==> src/rtl/jump_physics.sv <==
// Vertical-motion controller for the player sprite: integrates gravity into a
// signed per-frame Y velocity with hold-to-extend jumps, air jumps and terminal fall.
module jump_physics #(
    parameter int         VEL_W         = 8,
    parameter logic [7:0] JUMP_KEY      = 8'h1A,
    parameter int         LAUNCH_VEL    = 10,
    parameter int         GRAVITY       = 1,
    parameter int         HOLD_FRAMES   = 8,
    parameter int         MAX_FALL      = 6,
    parameter int         MAX_AIR_JUMPS = 1,
    localparam int        AJ_W          = (MAX_AIR_JUMPS > 0) ? $clog2(MAX_AIR_JUMPS + 1) : 1
) (
    input  logic                    Clk,
    input  logic                    Reset,
    input  logic                    frame_en,
    input  logic [7:0]              keycode,
    input  logic [7:0]              keycode2,
    input  logic                    grounded,
    input  logic                    head_bump,
    output logic signed [VEL_W-1:0] Y_Velocity,
    output logic [1:0]              jump_state,
    output logic [AJ_W-1:0]         air_jumps_used
);

    localparam int HC_W = (HOLD_FRAMES > 0) ? $clog2(HOLD_FRAMES + 1) : 1;

    localparam logic [HC_W-1:0]         HOLD_MAX = HC_W'(HOLD_FRAMES);
    localparam logic [AJ_W-1:0]         AJ_MAX   = AJ_W'(MAX_AIR_JUMPS);
    localparam logic signed [VEL_W:0]   GRAV_X   = (VEL_W + 1)'(GRAVITY);
    localparam logic signed [VEL_W:0]   FALL_X   = (VEL_W + 1)'(MAX_FALL);
    localparam logic signed [VEL_W:0]   LNEG_X   = -((VEL_W + 1)'(LAUNCH_VEL));
    localparam logic signed [VEL_W-1:0] LAUNCH_V = LNEG_X[VEL_W-1:0];
    localparam logic signed [VEL_W-1:0] VEL_ZERO = {VEL_W{1'b0}};

    typedef enum logic [1:0] {
        ST_GROUND = 2'd0,
        ST_RISE   = 2'd1,
        ST_FALL   = 2'd2
    } state_t;

    state_t                  state_q, state_d;
    logic signed [VEL_W-1:0] vel_q, vel_d;
    logic [HC_W-1:0]         hold_q, hold_d;
    logic [AJ_W-1:0]         aj_q, aj_d;
    logic                    key_prev_q, key_prev_d;

    logic                    key_held;
    logic                    key_press;
    logic                    air_avail;
    logic signed [VEL_W:0]   vel_sum;
    logic signed [VEL_W-1:0] vel_grav;

    // The extra bit keeps vel+GRAVITY from wrapping before the clamp sees it.
    function automatic logic signed [VEL_W-1:0] clamp_vel(input logic signed [VEL_W:0] v);
        logic signed [VEL_W-1:0] r;
        if (v > FALL_X) begin
            r = FALL_X[VEL_W-1:0];
        end else if (v < LNEG_X) begin
            r = LNEG_X[VEL_W-1:0];
        end else begin
            r = v[VEL_W-1:0];
        end
        return r;
    endfunction

    assign key_held  = (keycode == JUMP_KEY) || (keycode2 == JUMP_KEY);
    assign key_press = key_held && !key_prev_q;
    assign air_avail = (aj_q < AJ_MAX);
    assign vel_sum   = $signed({vel_q[VEL_W-1], vel_q}) + GRAV_X;
    assign vel_grav  = clamp_vel(vel_sum);

    // Next-state evaluation for one frame; everything holds while frame_en is low.
    always_comb begin
        state_d    = state_q;
        vel_d      = vel_q;
        hold_d     = hold_q;
        aj_d       = aj_q;
        key_prev_d = key_prev_q;
        if (frame_en) begin
            key_prev_d = key_held;
            case (state_q)
                ST_GROUND: begin
                    if (key_press) begin
                        state_d = ST_RISE;
                        vel_d   = LAUNCH_V;
                        hold_d  = {HC_W{1'b0}};
                    end else if (!grounded) begin
                        state_d = ST_FALL;
                        vel_d   = vel_grav;
                    end else begin
                        state_d = ST_GROUND;
                        vel_d   = VEL_ZERO;
                    end
                end
                ST_RISE: begin
                    if (head_bump) begin
                        state_d = ST_FALL;
                        vel_d   = VEL_ZERO;
                        hold_d  = HOLD_MAX;
                    end else begin
                        if (key_press && air_avail) begin
                            vel_d  = LAUNCH_V;
                            hold_d = {HC_W{1'b0}};
                            aj_d   = aj_q + AJ_W'(1);
                        end else if (key_held && (hold_q < HOLD_MAX)) begin
                            hold_d = hold_q + HC_W'(1);
                        end else begin
                            // Releasing the key forfeits the rest of the hold window.
                            vel_d  = vel_grav;
                            hold_d = HOLD_MAX;
                        end
                        if (!vel_d[VEL_W-1]) begin
                            state_d = ST_FALL;
                        end else begin
                            state_d = ST_RISE;
                        end
                    end
                end
                ST_FALL: begin
                    if (grounded) begin
                        state_d = ST_GROUND;
                        vel_d   = VEL_ZERO;
                        aj_d    = {AJ_W{1'b0}};
                        hold_d  = {HC_W{1'b0}};
                    end else if (key_press && air_avail) begin
                        state_d = ST_RISE;
                        vel_d   = LAUNCH_V;
                        hold_d  = {HC_W{1'b0}};
                        aj_d    = aj_q + AJ_W'(1);
                    end else begin
                        state_d = ST_FALL;
                        vel_d   = vel_grav;
                    end
                end
                default: begin
                    state_d = ST_GROUND;
                    vel_d   = VEL_ZERO;
                    aj_d    = {AJ_W{1'b0}};
                    hold_d  = {HC_W{1'b0}};
                end
            endcase
        end else begin
            key_prev_d = key_prev_q;
        end
    end

    // State register; Reset wins over frame_en.
    always_ff @(posedge Clk) begin
        if (Reset) begin
            state_q    <= ST_GROUND;
            vel_q      <= VEL_ZERO;
            hold_q     <= {HC_W{1'b0}};
            aj_q       <= {AJ_W{1'b0}};
            key_prev_q <= 1'b0;
        end else begin
            state_q    <= state_d;
            vel_q      <= vel_d;
            hold_q     <= hold_d;
            aj_q       <= aj_d;
            key_prev_q <= key_prev_d;
        end
    end

    assign Y_Velocity     = vel_q;
    assign jump_state     = state_q;
    assign air_jumps_used = aj_q;

endmodule

==> config.mk <==
export PLATFORM = sky130hd
export DESIGN_NAME = jump_physics
export DESIGN_NICKNAME = d
export VERILOG_FILES = /design/src/rtl/jump_physics.sv
export SDC_FILE = /design/constraint.sdc
export NUM_CORES = 1
export LEC_CHECK = 0
export ABC_AREA = 1
export BUFFER_PORTS_ARGS = -buffer_cell sky130_fd_sc_hd__buf_2
export CAP_MARGIN = 5
export CORE_ASPECT_RATIO = 1.1
export CORE_MARGIN = 5
export CORE_UTILIZATION = 25
export CTS_CLUSTER_SIZE = 20
export DETAILED_ROUTE_END_ITERATION = 8
export SLEW_MARGIN = 20
export SYNTH_ARGS = -nofsm -noshare
export SYNTH_HDL_FRONTEND = slang
export SYNTH_SLANG_ARGS = --single-unit
==> constraint.sdc <==
create_clock -name Clk -period 2.99 [get_ports Clk]
set_input_delay 0 -clock Clk [delete_from_list [all_inputs] [get_ports Clk]]
set_output_delay 0 -clock Clk [all_outputs]
set_load 0.05 [all_outputs]
**Yosys cells after proc, flatten, opt, wreduce, memory -nomap -nowiden**

Index checks and enable logic that the tools add are counted.

- Bits in read-only memories: 0
- Input port bits: 21
- Flip-flop bits (word level): 16
- Output and inout port bits: 11
- RAM bits: 0
- Memories kept: 0
- Bits in latches: 0
- Logic and storage cells: 62

- Magnitude comparators: 4
- $mul: 0
- Divide/modulo/power cells: 0
- Shift operators: 0
- Reduce and logical (&&, ||, !) cells: 9
- Add/sub/neg operators: 3
- Bitwise logic cells: 1
- Equality and inequality tests: 8
- Muxes and demuxes: 31

Operators with widths:

| cell | count |
|---|---|
| $mux W8 | 12 |
| $mux W4 | 6 |
| $pmux W8 S3 | 1 |
| $eq A8 B5 Y1 const B | 2 |
| $mux W2 | 6 |
| $pmux W4 S3 | 1 |
| $add A8 B2 Y9 const B | 1 |
| $gt A9 B4 Y1 const B | 1 |
| $lt A9 B5 Y1 const B | 1 |
| $pmux W2 S3 | 1 |
| $reduce_and A3 Y1 | 2 |
| $ne A5 B5 Y1 const B | 1 |
| $add A4 B1 Y4 const B | 1 |
| $lt A4 B4 Y1 const B | 1 |
| $ne A2 B2 Y1 const B | 2 |
| $logic_and A1 B1 Y1 | 3 |
| $mux W1 | 3 |
| $ne A3 B3 Y1 const B | 1 |
| $pmux W1 S3 | 1 |
| $eq A2 B1 Y1 const B | 1 |
| $eq A2 B2 Y1 const B | 1 |
| $logic_not A2 Y1 | 1 |
| $reduce_and A2 Y1 | 1 |
| $add A1 B1 Y1 const B | 1 |
| other kinds (4) | 4 |

**Logic depth before layout (Yosys ltp)**

Gate-level depths: netlist (run 1).

- Word-level depth: 12
- Depth in mapped cells: 13
- Depth with buffers taken out: 13

**Worst setup path before layout (run 1)**

OpenSTA, ideal clock, no wires.

- Path kind: register to register
- From: register vel_q[1], in the netlist Y_Velocity[1]
- To: register vel_q[1], in the netlist Y_Velocity[1]
- Cell stages (with the launch flop): 13
- Required time: 2.856 ns
- Clock period less this slack: 1.984 ns
- Setup slack: 1.006 ns
- Setup time: 0.134 ns
- Buffers on the path: 0
- Arrival: 1.851 ns
- Cell sequence: dfxtp_1 ha_1 nand2_1 nor2_2 nand3_1 nand2_1 nand2_1 o21ai_2 nand3_1 nand2_1 nand2_1 nand2_1 a21oi_1

- Word-level cells in the longest chain between the ends: 11
- Elaborated cells on any way between the ends: 16
- Those cells by class: add/sub (1); order compare (2); mux (13)

Ends and longest elaborated chain:

| what | line | source |
|---|---|---|
| start: declaration | 42 | `logic signed [VEL_W-1:0] vel_q, vel_d;` |
| start signal: assignment | 157 | `vel_q <= vel_d;` |
| $add A8 B2 Y9 * | 69 | `assign vel_sum = $signed({vel_q[VEL_W-1], vel_q}) + GRAV_X;` |
| $lt A9 B5 Y1 | 58 | `end else if (v < LNEG_X) begin` |
| $mux W8 | 58 |  |
| $mux W8 * | 56 | `if (v > FALL_X) begin` |
| $mux W8 | 105 | `end else if (key_held && (hold_q < HOLD_MAX)) begin` |
| $mux W8 | 101 | `if (key_press && air_avail) begin` |
| $mux W8 | 96 | `if (head_bump) begin` |
| $mux W8 | 81 | `case (state_q)` |
| $mux W8 | 79 | `if (frame_en) begin` |
| $mux W8 | 96 |  |
| $pmux W8 S3 * | 81 |  |

Every way passes the cells marked *; elsewhere a longest branch is shown, timed or not. The select of a mux whose other input is x is not followed.
A chain may end at the register's enable or synchronous reset.

**Worst setup path after layout (run 1)**

Ends and elaborated chain as after synthesis.

==> results_dict.tcl, run 1 <==
set metrics [dict create \
    status "finished clean" \
    critPathRequiredTime_ns 3.13 \
    fmax_mhz 574 \
    synth-seq-area-share_pct 26.4 \
    cp-end-kind "flop" \
    synthDistinctLibCells 26 \
    synth_flop_cell "dfxtp_1" \
    min_to "Y_Velocity[3]$_SDFFE_PP0P_" \
    netlist_area_mm2 0.00121 \
    start_util_pct 25.9 \
    final_nets 264 \
    synth_top_family_by_area "simple AND/OR/NAND/NOR gates" \
    fin_ws_ns 1.25 \
    synthSimpleGateAreaFrac_pct 41.3 \
    htreeDepth 1 \
    clock_latency_ns 0.26 \
    grt_pass1_wl_mm 5.36 \
    rsz0062_at_grt "no" \
    slew_violations 0 \
    reg2regPathDepth 11 \
    place_area_mm2 0.00144 \
    r2r-start "Y_Velocity[1]$_SDFFE_PP0P_" \
    vias 1327 \
    grt_pass1_vias 1257 \
    hold_depth 2 \
    synth.avg_cell_area_um2 6.04 \
    die_w_um 76.5 \
    routabilityCongestion 0.878 \
    crit_fanout 6 \
    ctsHoldBuffers 0 \
    ir_worst_vdd_mv 0.165 \
    worstHoldPathType "input port to flop" \
    reg2reg_setup_slack_ns 1.25 \
    crit_slowest_cell "dfxtp_1" \
    ys_ff_latch 16 \
    crit_family "simple AND/OR/NAND/NOR gates" \
    syn_inst 201 \
    worst_pin_slew_ns 0.337 \
    hp-start "Reset" \
    pin_count 32 \
    core_area_mm2 0.00468 \
    yosysWarnings 0 \
    fin_skew_ns 0.00382 \
    grt_usage_pct 9.91 \
    synth_nets 229 \
    worst_hold_slack_ns 0.0669 \
    setup_viol_count_final 0 \
    max_cap_viol_count 0 \
    postRouteAntennaNets 0 \
    drive_gt1_share_pct 19.1 \
    critPathMostFrequentCell "nand2_1" \
    critPathKind "flop to flop" \
    cp.arrival_ns 1.88 \
    synth_edf_count 0 \
    cts_resized 0 \
    dieArea_mm2 0.00636 \
    post_cts_buffers 0 \
    fin_total_pwr_uw 499 \
    n_antenna_cell 0 \
    cp-start-kind "flop" \
    drt_iter0_markers 63 \
    timing.rr.end "Y_Velocity[1]$_SDFFE_PP0P_" \
    tns_ns 0 \
    cts_root_buf "clkbuf_8" \
    syn2layout_area_growth_pct 22.8 \
    synth_async_sr_flop_share_pct 0 \
    port_buffers 31 \
    period_needed_ns 1.74 \
    synth_xor_area_share_pct 0.721 \
    cts_buffer_depth 2 \
    path_clk_slew_ns 0.07 \
    post_drt_wl_per_cell_um 10.4 \
    relSlewSlack_pct 76.9 \
    crit_chain "inv_1 > ha_1 > nand3b_1 > nand3_2 > nand3_1 > o21ai_2 > nand3_1 > nand2_1 > nand2_1 > nand2_1 > a21oi_1" \
    fin_area_mm2 0.00149 \
    cts_tree "done" \
    routed_wl_mm 3.04 \
    critPathBufInv 1 \
    place_ws_ns 1.25 \
    hold_viol 0 \
    rows 26 \
    slowest_delay_ns 0.42 \
    die_height_um 83.1 \
    dr.pass1.iters 4 \
    antenna_found_initial 0 \
    drc 0 \
    synth_adder_area_share_pct 7.21 \
    fin_crit_sh_pct 58.3 \
    power.density_mw_per_mm2 334 \
    synthMuxAreaShare_pct 0 \
    avgViaCountPerCell 4.56 \
    grt-ovfl-total 0 \
    cts.sinks 16 \
    post-dp-hpwl_mm 2.49 \
    grt_max_degree 13 \
    p_leak_nw 0.741 \
    cts_made_buffers 3 \
    synth-compound-area-share_pct 13.3 \
]
[cell usage in the layout, fill, tap and decap left out, types with 2 or more instances in the layout]
cell type,count
nand3_1,17
buf_2,31
nand3b_1,2
nor3_1,2
nand2_1,58
nand2_2,2
ha_1,7
dfxtp_1,16
nand4_1,2
nor2_1,20
inv_1,35
clkbuf_8,4
nor2_2,2
a21oi_1,14
nand3_2,3
o21ai_0,9
[kinds of logic (layout without fill, tap and decap cells)]
logic type               count (synthesis)  after routing
AO/OA/AOI/OAI                           29             29
XOR/XNOR                                 1              1
adder cells (fa/ha/maj)                  7              7
buffers and inverters                   36             70
flip-flops                              16             16
AND/OR/NAND/NOR                        112            112
[synthesized netlist by cell type, drive strengths merged (2+ instances only)]
library cell,instances,area [µm²]
a21oi,15,78.8
dfxtp,16,320
ha,7,87.6
inv,35,131
nand2,60,230
nand3,20,115
nand3b,2,15.0
nand4,2,12.5
nor2,23,98.8
nor3,2,10.0
o21ai,11,58.8
[layer usage]
layer	vias to the layer above	track usage [%]	wire length (µm)
li1	707	-	-
met1	593	11.1	1310
met2	23	18.3	1550
met3	4	1.73	121
met4	0	3.82	54
met5	-	0	0
[power by group]
part / total, mW / internal (mW) / switching (mW)
clock network: 0.198 / 0.117 / 0.0807
logic: 0.0761 / 0.0280 / 0.0481
registers: 0.225 / 0.219 / 0.00573
total: 0.499 / 0.364 / 0.135
[sequential cells by signal, indices dropped and copies added (netlist names)]
name / cells
key_prev_q: 1
jump_state: 2
Y_Velocity: 8
hold_q: 4
air_jumps_used: 1
[cell type report]
class,count,area [µm²]
tap,56,70.1
fill,533,3190
clock buffer,4,55.1
inverter,35,131
sequential,16,320
timing repair buffer,31,155
multi-input combinational,149,759
[stage by stage]
stage | instances | util [%]
after global placement | 287 | 30.7
final | 291 | 31.8
after floorplan | 201 | -
after CTS | 291 | 31.8
after detailed placement | 287 | 30.7
after global routing | 291 | 31.8
[worst max-delay path by stage]
stage | start | endpoint | cells after the start
after floorplan | Y_Velocity[1]$_SDFFE_PP0P_ | Y_Velocity[1]$_SDFFE_PP0P_ | 12
after global placement | Y_Velocity[1]$_SDFFE_PP0P_ | Y_Velocity[1]$_SDFFE_PP0P_ | 11
after detailed placement | Y_Velocity[1]$_SDFFE_PP0P_ | Y_Velocity[2]$_SDFFE_PP0P_ | 11
after CTS | Y_Velocity[1]$_SDFFE_PP0P_ | Y_Velocity[3]$_SDFFE_PP0P_ | 10
after global routing | Y_Velocity[0]$_SDFFE_PP0P_ | Y_Velocity[1]$_SDFFE_PP0P_ | 12
final | Y_Velocity[1]$_SDFFE_PP0P_ | Y_Velocity[1]$_SDFFE_PP0P_ | 11
Power figures use the tool's default switching activity.
==> run 2, diff against run 1 <==
ABC_AREA = 0   (was 1)
clock period = 1.74 ns   (was 2.99 ns; I/O delays follow)
==> run 2 against run 1 <==
Compared with the run above: the run now ends with setup timing left; worst hold slack got worse by 0.017 ns; synthesized area rose by 2.3%; routed wire length up 29%; sequential cell count stayed put; final cell count grew 1.4%; synthesized cell count decreased by 15%; maximum frequency is 8.9% lower; register-to-register slack lost 1.4 ns; clock-buffer cell count stayed put; clock power rose by 74%; critical path depth fell by 4; largest power group unchanged.
==> results_dict.tcl, run 2 <==
set metrics [dict create \
    status "finished, violations left" \
    failed_checks "setup timing" \
    cts.sinks 16 \
    routed_wl_mm 3.92 \
    synth.avg_cell_area_um2 7.27 \
    p_comb_share_pct 20.5 \
    n_antenna_cell 0 \
    antenna_found_initial 0 \
    ys_ff_latch 16 \
    reg2reg_setup_slack_ns -0.17 \
    drive_gt1_share_pct 48.9 \
    post-route-util_pct 40.7 \
    ir_worst_vdd_mv 0.215 \
    synth_top_cell_by_area "dfxtp_1" \
    vias 1523 \
    hold_viol 0 \
    fin_skew_ns 0.00498 \
    rows 27 \
    r2r-start "jump_state[1]$_SDFFE_PP0P_" \
    internal_power_uw 652 \
    synth_top_cell_area_share_pct 25.8 \
    yosysMostFrequentCell "nand2_1" \
    most-common-layout-cells "31 x buf_2, 31 x buf_4, 20 x nand2_1, 14 x nor2_1" \
    synth_async_sr_flop_share_pct 0 \
    worstHoldPathType "input port to flop" \
    start_util_pct 25.4 \
    drt_iter0_markers 44 \
    final_cells 295 \
    port_buffers 31 \
    p_sw_uw 246 \
    critPathKind "flop to flop" \
    timing.rr.end "hold_q[0]$_SDFFE_PP0P_" \
    grt_pass1_wl_mm 6.73 \
    crit_fanout 5 \
    fin_ws_ns -0.172 \
    p_leak_nw 0.817 \
    fmax_mhz 523 \
    final_nets 266 \
    hold_depth 2 \
    synth_flop_cell "dfxtp_1" \
    synthDistinctLibCells 46 \
    post_drt_wl_per_cell_um 13.3 \
    synth_nets 199 \
    setup_viol_count_final 6 \
    cts_root_buf "clkbuf_8" \
    path_clk_slew_ns 0.06 \
    pin_count 32 \
    dpl.cell_count 285 \
    grt_pass1_vias 1526 \
    routabilityCongestion 0.883 \
    power.density_mw_per_mm2 450 \
    place_area_mm2 0.00176 \
    max_cap_viol_count 0 \
    avgViaCountPerCell 5.16 \
    cp.arrival_ns 2.10 \
    fin_area_mm2 0.00199 \
    grt_usage_pct 12.3 \
    slew_violations 0 \
    die_height_um 83.9 \
    dieArea_mm2 0.00648 \
    swShare_pct 27.4 \
    fin_crit_sh_pct 110 \
    synthTopCellsByArea "dfxtp_1 26%, o21ai_0 8.1%, ha_1 7.0%" \
    clock_latency_ns 0.26 \
    power_frac_clock_pct 38.4 \
    grt_max_degree 12 \
    cts_tree "done" \
    die_w_um 77.2 \
    min_to "hold_q[2]$_SDFFE_PP0P_" \
    syn_inst 171 \
    core_area_mm2 0.00490 \
    place_ws_ns -0.0861 \
    worst_pin_slew_ns 0.401 \
    yosysWarnings 0 \
    relSlewSlack_pct 73.2 \
    dr.pass1.iters 4 \
    post-dp-hpwl_mm 2.92 \
    cp-end-kind "flop" \
    critPathRequiredTime_ns 1.93 \
    cp-start-kind "flop" \
    syn2layout_area_growth_pct 60.5 \
    rsz0062_at_grt "yes" \
    synth_edf_count 0 \
    netlist_area_mm2 0.00124 \
    synth_top_cells_by_count "22 x nand2_1, 20 x o21ai_0, 16 x dfxtp_1" \
    htreeDepth 1 \
    postRouteAntennaNets 0 \
    largest_register_ffs 8 \
    cts_made_buffers 3 \
    reg2regPathDepth 7 \
    drc 0 \
    grt-ovfl-total 0 \
    cts_buffer_depth 2 \
    seq_power_share_pct 41.2 \
    hp-start "Reset" \
    period_needed_ns 1.91 \
    synth-seq-area-share_pct 25.8 \
]
[run 2: cell count changes after synthesis, sizes merged, moves of 6 or more]
cell | previous run | this run
inv | 35 | 12
nand2 | 60 | 22
nand3 | 20 | 5
nor2 | 23 | 15
nor2b | 0 | 6
o21ai | 11 | 21
[run 2: cells by family (layout without fill, tap and decap cells)]
kind of cell	after synthesis	in the layout	share of synthesized area, %
compound gates	61	61	31.0
fa+ha+maj	7	7	7.05
buf+inv	16	82	4.83
flops	16	16	25.8
simple gates	71	71	31.3
[run 2: worst max path at each step]
stage	start	endpoint	slack, ns	cells after the start
after floorplan	jump_state[0]$_SDFFE_PP0P_	hold_q[2]$_SDFFE_PP0P_	-0.15	5
after global placement	jump_state[1]$_SDFFE_PP0P_	hold_q[2]$_SDFFE_PP0P_	-0.08	6
after detailed placement	jump_state[1]$_SDFFE_PP0P_	hold_q[2]$_SDFFE_PP0P_	-0.09	6
after CTS	jump_state[1]$_SDFFE_PP0P_	hold_q[2]$_SDFFE_PP0P_	-0.12	6
after global routing	jump_state[1]$_SDFFE_PP0P_	hold_q[0]$_SDFFE_PP0P_	-0.22	7
final	jump_state[1]$_SDFFE_PP0P_	hold_q[0]$_SDFFE_PP0P_	-0.17	7
[run 2: through the flow]
| stage | hold WS (ns) | total power, mW | setup TNS (ns) |
|---|---|---|---|
| 2_1_floorplan | 0.171 | 0.461 | -0.469 |
| 3_3_place_gp | 0.323 | 0.534 | -0.221 |
| 3_5_place_dp | 0.331 | 0.535 | -0.385 |
| 4_1_cts | 0.0601 | 0.888 | -0.207 |
| 5_1_grt | 0.0568 | 0.947 | -1.25 |
| 6_report | 0.0495 | 0.898 | -0.496 |
[run 2: layer usage]
| metal | part of all wire [%] | track usage (%) | up-vias |
|---|---|---|---|
| met5 | 0 | 0 | - |
| met4 | 2.1 | 6.72 | 0 |
| met3 | 3.0 | 1.40 | 4 |
| met2 | 54 | 21.4 | 26 |
| met1 | 41 | 14.4 | 727 |
| li1 | - | - | 766 |
[run 2: cell type report]
cell class | instances | area (µm²)
well taps | 58 | 72.6
fillers | 506 | 2900
repair buffers | 66 | 433
clock buffers | 4 | 55.1
multi-input cells | 139 | 1030
flip-flops and latches | 16 | 350
inverters | 12 | 52.6
[run 2: timing repair]
action                                  CTS  global route
resized for setup                        14            26
gates cloned                              0             0
endpoints found under the setup margin   13            15
pin swaps                                11            20
endpoints found under the hold margin     0             0
buffers inserted                          2             4
hold buffers                              0             0
[run 2: critical path, cell delays in order (launching register included)]
cell and delay (ns):
dfxtp_4 0.35, inv_4 0.05, ha_4 0.11, or3b_1 0.35
a211o_1 0.37, buf_6 0.15, or3_1 0.33, a21oi_1 0.13
[run 2: power groups by stage]
stage / Sequential (mW) / Clock [mW] / Combinational (mW)
2_1_floorplan: 0.399 / 0 / 0.0620
3_3_place_gp: 0.380 / 0 / 0.154
3_5_place_dp: 0.381 / 0 / 0.154
4_1_cts: 0.370 / 0.350 / 0.168
5_1_grt: 0.371 / 0.374 / 0.203
6_report: 0.370 / 0.345 / 0.184
==> run 3, diff against run 2 <==
RECOVER_POWER = 25   (was default)
==> run 3 against run 2 <==
Compared with the run above: the run still ends with setup timing left; routed wire length increased by 0.13%; sequential cell count stayed put; highest routed layer unchanged; first-iteration DRC count stayed put; register-to-register slack about the same.
==> results_dict.tcl, run 3 (synthesis gave the netlist of run 2 again) <==
set metrics [dict create \
    status "finished, violations left" \
    failed_checks "setup timing" \
    path_clk_slew_ns 0.06 \
    routed_wl_mm 3.93 \
    ctsHoldBuffers 0 \
    place_ws_ns -0.0861 \
    fmax_mhz 523 \
    drc 0 \
    max_cap_viol_count 0 \
    crit_fanout 5 \
    worstHoldPathType "input port to flop" \
    fin_ws_ns -0.172 \
    p_leak_nw 0.804 \
    hold_depth 2 \
    start_util_pct 25.4 \
    largest_register_ffs 8 \
    port_buffers 31 \
    grt_usage_pct 12.3 \
    htreeDepth 1 \
    timing.rr.end "hold_q[0]$_SDFFE_PP0P_" \
    cp-start-kind "flop" \
    dieArea_mm2 0.00648 \
    final_nets 266 \
    cp.arrival_ns 2.10 \
    rsz0062_at_grt "yes" \
    fin_skew_ns 0.00498 \
    most-common-layout-cells "31 x buf_4, 28 x buf_2, 20 x nand2_1, 14 x nor2_1" \
    cp-end-kind "flop" \
    clock_latency_ns 0.26 \
    slew_violations 0 \
    cts_tree "done" \
    syn2layout_area_growth_pct 60.2 \
    power.density_mw_per_mm2 451 \
    post-route-util_pct 40.6 \
    pin_count 32 \
    routabilityCongestion 0.883 \
    worst_hold_slack_ns 0.0495 \
    reg2reg_setup_slack_ns -0.17 \
    hp-start "Reset" \
    hold_viol 0 \
    period_needed_ns 1.91 \
    grt-ovfl-total 0 \
    critPathKind "flop to flop" \
    min_to "hold_q[2]$_SDFFE_PP0P_" \
    grt_pass1_wl_mm 6.73 \
    grt_max_degree 12 \
    post-dp-hpwl_mm 2.92 \
    cts_buffer_depth 2 \
    final_cells 295 \
    post_drt_wl_per_cell_um 13.3 \
    setup_viol_count_final 6 \
    rows 27 \
    tns_ns -0.496 \
    die_w_um 77.2 \
    drt_iter0_markers 44 \
    cts.sinks 16 \
    dr.pass1.iters 4 \
    antenna_found_initial 0 \
    cts_root_buf "clkbuf_8" \
    postRouteAntennaNets 0 \
    relSlewSlack_pct 60.1 \
    worst_pin_slew_ns 0.601 \
    fin_crit_sh_pct 110 \
    core_area_mm2 0.00490 \
    grt_pass1_vias 1526 \
    reg2regPathDepth 7 \
    vias 1523 \
    n_antenna_cell 0 \
    avgViaCountPerCell 5.16 \
    critPathRequiredTime_ns 1.93 \
    dpl.cell_count 285 \
    ir_worst_vdd_mv 0.215 \
    r2r-start "jump_state[1]$_SDFFE_PP0P_" \
    drive_gt1_share_pct 47.7 \
    final_common_cell "buf_4" \
    cts_made_buffers 3 \
    die_height_um 83.9 \
]
==> run 3: worst max-delay path by stage <==
stage / startpoint / endpoint / slack, ns / cells past startpoint
after floorplan: jump_state[0]$_SDFFE_PP0P_ / hold_q[2]$_SDFFE_PP0P_ / -0.15 / 5
after global placement: jump_state[1]$_SDFFE_PP0P_ / hold_q[2]$_SDFFE_PP0P_ / -0.08 / 6
after detailed placement: jump_state[1]$_SDFFE_PP0P_ / hold_q[2]$_SDFFE_PP0P_ / -0.09 / 6
after CTS: jump_state[1]$_SDFFE_PP0P_ / hold_q[2]$_SDFFE_PP0P_ / -0.12 / 6
after global routing: jump_state[1]$_SDFFE_PP0P_ / hold_q[0]$_SDFFE_PP0P_ / -0.22 / 7
final: jump_state[1]$_SDFFE_PP0P_ / hold_q[0]$_SDFFE_PP0P_ / -0.17 / 7
==> run 3: through the flow <==
step                instance area (µm²)  power (mW)
floorplan                          1330       0.461
global placement                   1760       0.534
detailed placement                 1760       0.535
CTS                                1890       0.888
global route                       1990       0.947
finish                             1990       0.898
==> run 3: critical path, cell delays in order, from the launching register on <==
cell and delay (ns):
dfxtp_4 0.35, inv_4 0.05, ha_4 0.11, or3b_1 0.35
a211o_1 0.37, buf_6 0.15, or3_1 0.33, a21oi_1 0.13
==> run 3: routing by layer <==
layer | global-route usage (%) | vias to the layer above | wire length [µm]
met2 | 21.4 | 26 | 2100
met3 | 1.40 | 4 | 117
met5 | 0 | - | 0
li1 | - | 766 | -
met1 | 14.4 | 727 | 1620
met4 | 6.72 | 0 | 82
==> run 3: power by group <==
part	internal [mW]	total (mW)	switching, mW
clock network	0.201	0.345	0.143
logic	0.0871	0.184	0.0966
registers	0.364	0.370	0.00586
total	0.652	0.898	0.246
==> run 3: final cells by class <==
| type | count | area [µm²] |
|---|---|---|
| timing repair buffer | 66 | 429 |
| multi-input combinational | 139 | 1030 |
| fill | 507 | 2910 |
| clock buffer | 4 | 55.1 |
| sequential | 16 | 350 |
| inverter | 12 | 52.6 |
| tap | 58 | 72.6 |
==> run 3: what timing repair did <==
action,4_1_cts,5_1_grt
setup endpoints to repair,13,15
pin swaps,11,20
resized for setup,14,26
buffers inserted,2,4
